===== src/rtl/ysyx_24080006_mdu_ctrl.sv =====
// M-extension sequencer: shift-add multiply / restoring divide on the borrowed ALU adder.
// Optional: define MDU_EARLY_OUT_EN to short-circuit zero-operand multiplies and divide-by-zero.
package ysyx_24080006_mdu_pkg;

   localparam logic [1:0] MDU_MULL = 2'd0;
   localparam logic [1:0] MDU_MULH = 2'd1;
   localparam logic [1:0] MDU_DIV  = 2'd2;
   localparam logic [1:0] MDU_REM  = 2'd3;

   typedef struct packed {
      logic       mdu_enable;
      logic       signed_a;
      logic       signed_b;
      logic [1:0] mdu_op;
   } mdu_set_t;

   typedef struct packed {
      logic [32:0] a;
      logic [32:0] b;
   } mdu2alu_t;

   typedef struct packed {
      logic [33:0] res_34;
      logic [31:0] res_32;
      logic        not_zero;
   } alu2mdu_t;

endpackage

module ysyx_24080006_mdu_ctrl
   import ysyx_24080006_mdu_pkg::*;
#(
   parameter int ITER = 32
) (
   input  logic        clock,
   input  logic        rst_n,
   input  logic        flush,
   input  logic        in_valid,
   output logic        in_ready,
   input  mdu_set_t    mdu_set,
   input  logic [31:0] rs1,
   input  logic [31:0] rs2,
   output logic        alu_req,
   input  logic        alu_gnt,
   output mdu2alu_t    mdu2alu,
   output logic        alu_sub,
   input  alu2mdu_t    alu2mdu,
   output logic        out_valid,
   input  logic        out_ready,
   output logic [31:0] result
);

   localparam int CW = $clog2(ITER);
   localparam logic [CW-1:0] CNT_LAST = CW'(ITER - 1);

   typedef enum logic [2:0] {
      S_IDLE,
      S_NEG_A,
      S_NEG_B,
      S_ITER,
      S_FIX_LO,
      S_FIX_HI,
      S_DONE
   } state_t;

   state_t        state, state_d;
   logic [1:0]    op, op_d;
   logic          neg_a, neg_a_d;
   logic          neg_b, neg_b_d;
   logic          div_zero, div_zero_d;
   logic          lo_zero, lo_zero_d;
   logic [31:0]   hi, hi_d;
   logic [31:0]   lo, lo_d;
   logic [31:0]   bv, bv_d;
   logic [CW-1:0] cnt, cnt_d;

   logic          acc_neg_a;
   logic          acc_neg_b;
   logic          is_mul;
   logic          need_fix;
   logic [32:0]   trial;
   logic          q_bit;

   assign acc_neg_a = mdu_set.signed_a & rs1[31];
   assign acc_neg_b = mdu_set.signed_b & rs2[31];
   assign is_mul    = ~op[1];

   // Divide-by-zero keeps the all-ones quotient regardless of operand signs.
   always_comb begin
      need_fix = 1'b0;
      unique case (op)
         MDU_MULL, MDU_MULH: need_fix = neg_a ^ neg_b;
         MDU_DIV:            need_fix = (neg_a ^ neg_b) & ~div_zero;
         MDU_REM:            need_fix = neg_a;
         default:            need_fix = 1'b0;
      endcase
   end

`ifdef MDU_EARLY_OUT_EN
   logic early;
   assign early = mdu_set.mdu_op[1] ? (rs2 == '0)
                                    : ((rs1 == '0) | (rs2 == '0));
`endif

   always_comb begin
      state_d    = state;
      op_d       = op;
      neg_a_d    = neg_a;
      neg_b_d    = neg_b;
      div_zero_d = div_zero;
      lo_zero_d  = lo_zero;
      hi_d       = hi;
      lo_d       = lo;
      bv_d       = bv;
      cnt_d      = cnt;
      in_ready   = 1'b0;
      out_valid  = 1'b0;
      alu_req    = 1'b0;
      alu_sub    = 1'b0;
      mdu2alu    = '0;
      result     = '0;
      trial      = {hi, lo[31]};
      q_bit      = 1'b0;

      unique case (state)
         S_IDLE: begin
            in_ready = 1'b1;
            if (in_valid & mdu_set.mdu_enable & ~flush) begin
               op_d       = mdu_set.mdu_op;
               neg_a_d    = acc_neg_a;
               neg_b_d    = acc_neg_b;
               div_zero_d = (rs2 == '0);
               lo_zero_d  = 1'b0;
               hi_d       = '0;
               lo_d       = rs1;
               bv_d       = rs2;
               cnt_d      = '0;
               if (acc_neg_a)
                  state_d = S_NEG_A;
               else if (acc_neg_b)
                  state_d = S_NEG_B;
               else
                  state_d = S_ITER;
`ifdef MDU_EARLY_OUT_EN
               if (early) begin
                  state_d = S_DONE;
                  if (mdu_set.mdu_op[1]) begin
                     lo_d = '1;
                     hi_d = rs1;
                  end else begin
                     lo_d = '0;
                     hi_d = '0;
                  end
               end
`endif
            end
         end

         S_NEG_A: begin
            alu_req   = 1'b1;
            alu_sub   = 1'b1;
            mdu2alu.b = {1'b0, lo};
            if (alu_gnt) begin
               lo_d    = alu2mdu.res_32;
               state_d = neg_b ? S_NEG_B : S_ITER;
            end
         end

         S_NEG_B: begin
            alu_req   = 1'b1;
            alu_sub   = 1'b1;
            mdu2alu.b = {1'b0, bv};
            if (alu_gnt) begin
               bv_d    = alu2mdu.res_32;
               state_d = S_ITER;
            end
         end

         S_ITER: begin
            alu_req = 1'b1;
            if (is_mul) begin
               mdu2alu.a = {1'b0, hi};
               mdu2alu.b = lo[0] ? {1'b0, bv} : '0;
            end else begin
               alu_sub   = 1'b1;
               mdu2alu.a = trial;
               mdu2alu.b = {1'b0, bv};
            end
            if (alu_gnt) begin
               if (is_mul) begin
                  hi_d = alu2mdu.res_34[32:1];
                  lo_d = {alu2mdu.res_34[0], lo[31:1]};
               end else begin
                  // Non-negative difference means the divisor fits.
                  q_bit = ~alu2mdu.res_34[33];
                  hi_d  = q_bit ? alu2mdu.res_32 : trial[31:0];
                  lo_d  = {lo[30:0], q_bit};
               end
               cnt_d = cnt + 1'b1;
               if (cnt == CNT_LAST)
                  state_d = need_fix ? S_FIX_LO : S_DONE;
            end
         end

         S_FIX_LO: begin
            alu_req   = 1'b1;
            alu_sub   = 1'b1;
            mdu2alu.b = {1'b0, (op == MDU_REM) ? hi : lo};
            if (alu_gnt) begin
               if (op == MDU_REM)
                  hi_d = alu2mdu.res_32;
               else
                  lo_d = alu2mdu.res_32;
               lo_zero_d = ~alu2mdu.not_zero;
               state_d   = (op == MDU_MULH) ? S_FIX_HI : S_DONE;
            end
         end

         // Upper word of a 64-bit negate: ~hi plus carry out of the low word.
         S_FIX_HI: begin
            alu_req   = 1'b1;
            mdu2alu.a = {1'b0, ~hi};
            mdu2alu.b = {32'd0, lo_zero};
            if (alu_gnt) begin
               hi_d    = alu2mdu.res_32;
               state_d = S_DONE;
            end
         end

         S_DONE: begin
            out_valid = 1'b1;
            result    = (op == MDU_MULH || op == MDU_REM) ? hi : lo;
            if (out_ready)
               state_d = S_IDLE;
         end

         default: state_d = S_IDLE;
      endcase

      if (flush)
         state_d = S_IDLE;
   end

   always_ff @(posedge clock) begin
      if (!rst_n) begin
         state    <= S_IDLE;
         op       <= '0;
         neg_a    <= 1'b0;
         neg_b    <= 1'b0;
         div_zero <= 1'b0;
         lo_zero  <= 1'b0;
         hi       <= '0;
         lo       <= '0;
         bv       <= '0;
         cnt      <= '0;
      end else begin
         state    <= state_d;
         op       <= op_d;
         neg_a    <= neg_a_d;
         neg_b    <= neg_b_d;
         div_zero <= div_zero_d;
         lo_zero  <= lo_zero_d;
         hi       <= hi_d;
         lo       <= lo_d;
         bv       <= bv_d;
         cnt      <= cnt_d;
      end
   end

endmodule


===== config.mk =====
export PLATFORM = sky130hd
export DESIGN_NAME = ysyx_24080006_mdu_ctrl
export DESIGN_NICKNAME = d
export VERILOG_FILES = /design/src/rtl/ysyx_24080006_mdu_ctrl.sv
export SDC_FILE = /design/constraint.sdc
export NUM_CORES = 1
export LEC_CHECK = 0
export ABC_CLOCK_PERIOD_IN_PS = 3600
export BUFFER_PORTS_ARGS = -buffer_cell sky130_fd_sc_hd__buf_2
export CAP_MARGIN = 10
export CORE_UTILIZATION = 40
export CTS_BUF_LIST = sky130_fd_sc_hd__clkbuf_8
export CTS_CLUSTER_DIAMETER = 60
export CTS_CLUSTER_SIZE = 12
export DETAILED_ROUTE_END_ITERATION = 8
export PLACE_DENSITY = 0.73
export SYNTH_ARGS = -nofsm -noshare
export SYNTH_HDL_FRONTEND = slang
export SYNTH_SLANG_ARGS = --single-unit

===== constraint.sdc =====
create_clock -name clock -period 3.6 [get_ports clock]
set_input_delay 0 -clock clock [delete_from_list [all_inputs] [get_ports clock]]
set_output_delay 0 -clock clock [all_outputs]
set_load 0.005 [all_outputs]

**After elaboration in Yosys (flattened, before gate mapping)**

Cells that the tools add are included.

- Register bits: 110
- Output and inout bits: 102
- Word-level logic and storage cells: 112

- Add/sub/neg operators: 1
- Equality and inequality tests: 20
- Muxes and demuxes: 49
- Bitwise gates (word level): 12
- Reductions and logical operators: 20

Operators by type and width:

| cell | count |
|---|---|
| $mux W32 | 17 |
| $pmux W32 S4 | 2 |
| $pmux W33 S5 | 1 |
| $mux W66 | 1 |
| $pmux W33 S2 | 1 |
| $pmux W32 S2 | 1 |
| $logic_not A32 Y1 | 1 |
| $not A32 Y32 | 1 |
| $mux W3 | 8 |
| $pmux W3 S7 | 1 |
| $ne A2 B2 Y1 const B | 10 |
| $reduce_and A6 Y1 | 2 |
| $mux W5 | 2 |
| $pmux W5 S2 | 1 |
| $eq A3 B3 Y1 const B | 3 |
| $reduce_and A3 Y1 | 3 |
| $mux W1 | 8 |
| $reduce_and A8 Y1 | 1 |
| $reduce_bool A4 Y1 | 2 |
| $eq A3 B2 Y1 const B | 2 |
| $mux W2 | 3 |
| $reduce_bool A2 Y1 | 3 |
| $add A5 B1 Y5 const B | 1 |
| $and A1 B1 Y1 | 5 |
| other kinds (15) | 22 |

**Longest topological paths before layout**

- Word-level depth: 7
- Mapped depth: 8
- Mapped depth without buffers: 8

**Least setup slack after synthesis**

Ideal clock, no wire load.

- Kind: reg2reg
- Start point: register op[1]
- End point: register lo[10]
- Library setup time: 0.126 ns
- Data arrival time: 1.513 ns
- Required time: 3.474 ns
- Setup slack: 1.961 ns
- Stages on the path, launching flop included: 6
- Path buffers: 2
- Period minus slack after synthesis: 1.639 ns
- Cell sequence: dfxtp_1 -> buf_2 -> clkbuf_1 -> mux2_2 -> a222oi_1 -> a21oi_1

- Cells in the longest elaborated chain, start to end: 3
- Elaborated cells between the ends (all ways): 6
- Classes of those cells: eq/ne (2); mux (3); reduce/logical (1)

Ends and longest elaborated chain:

| what | RTL line | source |
|---|---|---|
| start: declaration | 67 | `logic [1:0] op, op_d;` |
| start signal: assignment | 258 | `op <= op_d;` |
| $eq A2 B2 Y1 / $mux W32 (equally long branches) | 210, 190 |  |
| $ne A2 B2 Y1 (no line) / $mux W32 (equally long branches) | - |  |
| $reduce_and A6 Y1 (no line) / $pmux W32 S4 (equally long branches) | - |  |
| end signal: assignment | 264 | `lo <= lo_d;` |
| end: declaration | 73 | `logic [31:0] lo, lo_d;` |

Several ways; a longest one is shown, not always the timed one. The select of a mux whose other input is x is not followed.
A chain may end at the register's enable or synchronous reset.

==> metrics.md <==
| Metric | Value |
|---|---|
| Critical path depth | `6` |
| Simple-gate share of the synthesized area | `between 10% and 20%` |
| Crit end category | `output port` |
| Worst-Margin Slew | `between 1 and 1.5 ns` |
| Int Pwr | `2.04 mW` |
| Post-Route WL | `between 30,000 and 40,000 um` |
| RSZ-0062 raised after global routing | `no` |
| CP required | `approximately 3.6 ns` |
| Number of synthesized register bits | `110` |
| Fin nets | `about 1,400` |
| Share of the synthesized area in the top cell type | `~28%` |
| Via/cell ratio | `roughly 6.1` |
| P_leak | `between 5 and 6 nW` |
| XOR/XNOR Fraction of Synth Area | `0.110%` |
| PwrDens | `300 mW/mm2` |
| Die Height | `between 100 and 150 um` |
| DP Cell Count | `roughly 1,400` |
| Final setup viols | `0` |
| Placed Area | `0.00920 mm2` |
| Worst skew pair latency | `0.39 ns` |
| Critical path buffers and inverters | `4` |
| Number of global-route vias before repair | `around 8,400` |
| Pre-antenna DRT Iters | `9` |
| Post_cts resized | `0` |
| Largest family of logic cells by synthesized area | `compound AO/OA/AOI/OAI gates` |
| CP top delay family | `flip-flops` |
| Routability cong. | `0.938` |
| Max incr delay on CP | `around 0.90 ns` |
| WL per Instance | `between 20 and 25 um` |
| Failing checks | `design-rule violations` |
| Sequential area share after synthesis | `27.6%` |
| FF+latch area | `0.00221 mm2` |
| Final core occ | `53.3%` |
| Final Cell Area | `around 0.010 mm2` |
| Number of fill cells in the layout | `between 1,500 and 2,000` |
| Global-route wire length before repair | `between 40,000 and 50,000 um` |
| Min cycle time layout | `3.16 ns` |
| N_diodes | `0` |
| Max FO, Critical Path | `22` |
| Post-synthesis mux area share | `between 20% and 30%` |
| Multi-input logic area | `slightly above 0.005 mm2` |
| Asr flop ratio synth | `0%` |
| Starting density of the core | `40.9%` |
| Complex-gate fraction of the synthesized area | `around 31%` |
| Initial antenna violation count | `0` |
| Root Driver | `clkbuf_8` |
| Max_slew headroom | `~29%` |
| Core footprint | `around 0.020 mm2` |
| Final Max Slew Viols | `0` |
| Via Count | `roughly 9,200` |
| Dpl hpwl | `20,000 um` |
| CTS tree | `done` |
| Worst vdd ir | `around 0.19 mV` |
| CTS H-tree depth | `3` |
| Total Power | `around 3.1 mW` |
| Synthesized Nets | `about 1,100` |
| Grt ovf | `0` |
| Cells after Synth | `945` |
| Clock Pin Slew Worst Setup and Hold Paths | `0.11 ns` |
| Clock Path Buffers | `2` |
| Final Skew | `about 0.019 ns` |
| Switching share of power | `around 35%` |
| Number of buffers added on ports | `242` |
| Max Fclk | `0.317 GHz` |
| Status | `finished with violations` |
| Sw power | `between 1 and 1.5 mW` |
| Worst endpoint data arrival time | `3.16 ns` |
| CTS Buf Count | `9` |
| Mapped Area | `about 0.008 mm2` |
| Leading area contributor after synthesis | `dfxtp_1` |
| Post-synthesis adder-cell area fraction | `less than 1%` |
| Combinational Power Share | `27.6%` |
| R2R cell count | `5` |
| Final Hold Viols | `0` |
| I/O pins | `about 240` |
| Share of cells above drive strength 1 | `~27%` |
| Dominant cells by area after synthesis | `dfxtp_1 (28%), mux2i_1 (16%), o211a_1 (8.0%), a222oi_1 (7.8%), a21oi_1 (4.7%)` |
| Starting DRT DRC Count | `about 1,100` |
| CP most frequent cell | `inv_1` |
| Crit Path Class | `reg -> out` |
| Clock network fraction of total power | `a little under a quarter` |
| Post-synth EDFFs | `0` |
| Drc violations | `17` |
| Synthesis-to-finish area growth | `30.3%` |
| CP cell instances | `inv_1 > and2_1 > buf_4 > a222oi_1 > inv_1 > buf_2` |
| Worst hold path type | `in -> reg` |
| Largest net degree at the start of global routing | `between 70 and 80` |
| Hold Path Stages | `4` |
| Routed Antenna Nets | `0` |
| Synth cell types | `57` |
| Overall routing resource usage | `between 20 and 30%` |
| Dominant synthesized flop cell | `dfxtp_1` |
| Sink Count | `110` |
| Setup crit start kind | `register` |
| CP max-delay cell | `dfxtp_1` |
| Std-Cell Rows | `51` |
| Post-Synthesis Mean Instance Area | `between 8 and 9 um2` |
| Final cell count without fillers | `between 1,000 and 1,500` |
| Die width | `between 100 and 150 um` |
| Synth warnings | `0` |
| Final setup TNS | `0 ns` |
| Die ar. | `0.0205 mm2` |
| Seq pwr share | `49.1%` |
| Max-cap violations | `0` |
| Crit share post-route | `between 80% and 90%` |
==> final cells by class <==
type | count | share of cell area [%]
clock buffers | 10 | 1.32
flip-flops and latches | 110 | 21.2
repair buffers | 368 | 23.2
multi-input cells | 699 | 49.4
inverters | 35 | 1.26
well taps | 265 | 3.19
clock inverters | 6 | 0.361
==> timing repair <==
action | CTS | global route
hold buffers | 102 | 0
endpoints found under the hold margin | 71 | 0
setup endpoints to repair | 0 | 0
setup buffers | 0 | 0
==> per-layer routing <==
layer | vias up | GRT usage [%] | part of all wire (%)
met1 | 4304 | 38.3 | 41
li1 | 4164 | - | -
met5 | - | 0 | 0
met3 | 116 | 5.20 | 9.9
met4 | 0 | 14.4 | 4.6
met2 | 579 | 45.9 | 45
==> sequential cells by signal, indices dropped and copies added, names as in the netlist <==
register	flops
state	3
op	2
lo_zero	1
div_zero	1
hi	32
neg_a	1
cnt	5
neg_b	1
bv	32
lo	32
==> path summary, 6_finish.rpt <==
check | start | to | slack [ns]
worst max register to register | state[1] | lo[17] | 0.58
worst max-delay path | state[1] | mdu2alu[21] | 0.44
worst min register to register | lo_zero | lo_zero | 0.47
worst min-delay path | rs2[22] | bv[22] | 0.01
==> power groups by stage <==
stage	clock network (mW)	logic, mW	registers [mW]
after floorplan	0	0.554	1.47
after global placement	0	0.726	1.55
after detailed placement	0	0.741	1.55
after CTS	0.737	0.844	1.52
after global routing	0.782	0.933	1.55
final	0.727	0.861	1.53
==> kinds of logic after synthesis <==
| group | after synthesis |
|---|---|
| buf+inv | 136 |
| simple gates | 207 |
| other cells | 1 |
| mux | 159 |
| compound gates | 329 |
| flops | 110 |
| xor+xnor | 1 |
| fa+ha+maj | 2 |
==> cell usage in the layout (no fill, tap or decap), types with 13 or more instances in the layout <==
cell type,count
buf_2,242
mux2i_1,129
dfxtp_1,108
dlygate4sd3_1,102
nand2_1,79
nor2_1,75
a21oi_1,74
o211a_1,64
a222oi_1,62
inv_1,36
o22ai_1,33
a211oi_1,33
o21ai_0,30
mux2_2,30
buf_4,24
o21ai_1,13
==> Yosys cell counts, types with 12 or more instances <==
library cell and count:
a211oi_1 34, a21oi_1 75, a222oi_1 62, buf_1 13
buf_2 23, buf_4 15, buf_6 12, clkbuf_1 38
dfxtp_1 110, inv_1 34, mux2_2 30, mux2i_1 129
nand2_1 79, nor2_1 75, o211a_1 64, o21ai_0 30
o21ai_1 13, o22ai_1 33
==> tightest hold or removal path, delay by kind of cell <==
kind,cells,cell delay [ns]
mux,1,0.07
buf+inv,1,0.10
compound gates,1,0.13
simple gates,1,0.07
==> per-stage QoR <==
stage          setup slack [ns]  hold slack, ns
2_1_floorplan              1.96           0.145
3_3_place_gp               1.04           0.264
3_5_place_dp              0.922           0.270
4_1_cts                   0.489        0.000986
5_1_grt                   0.286          0.0194
6_report                  0.442          0.0108
Note: power is estimated with default switching activity, not from simulation.
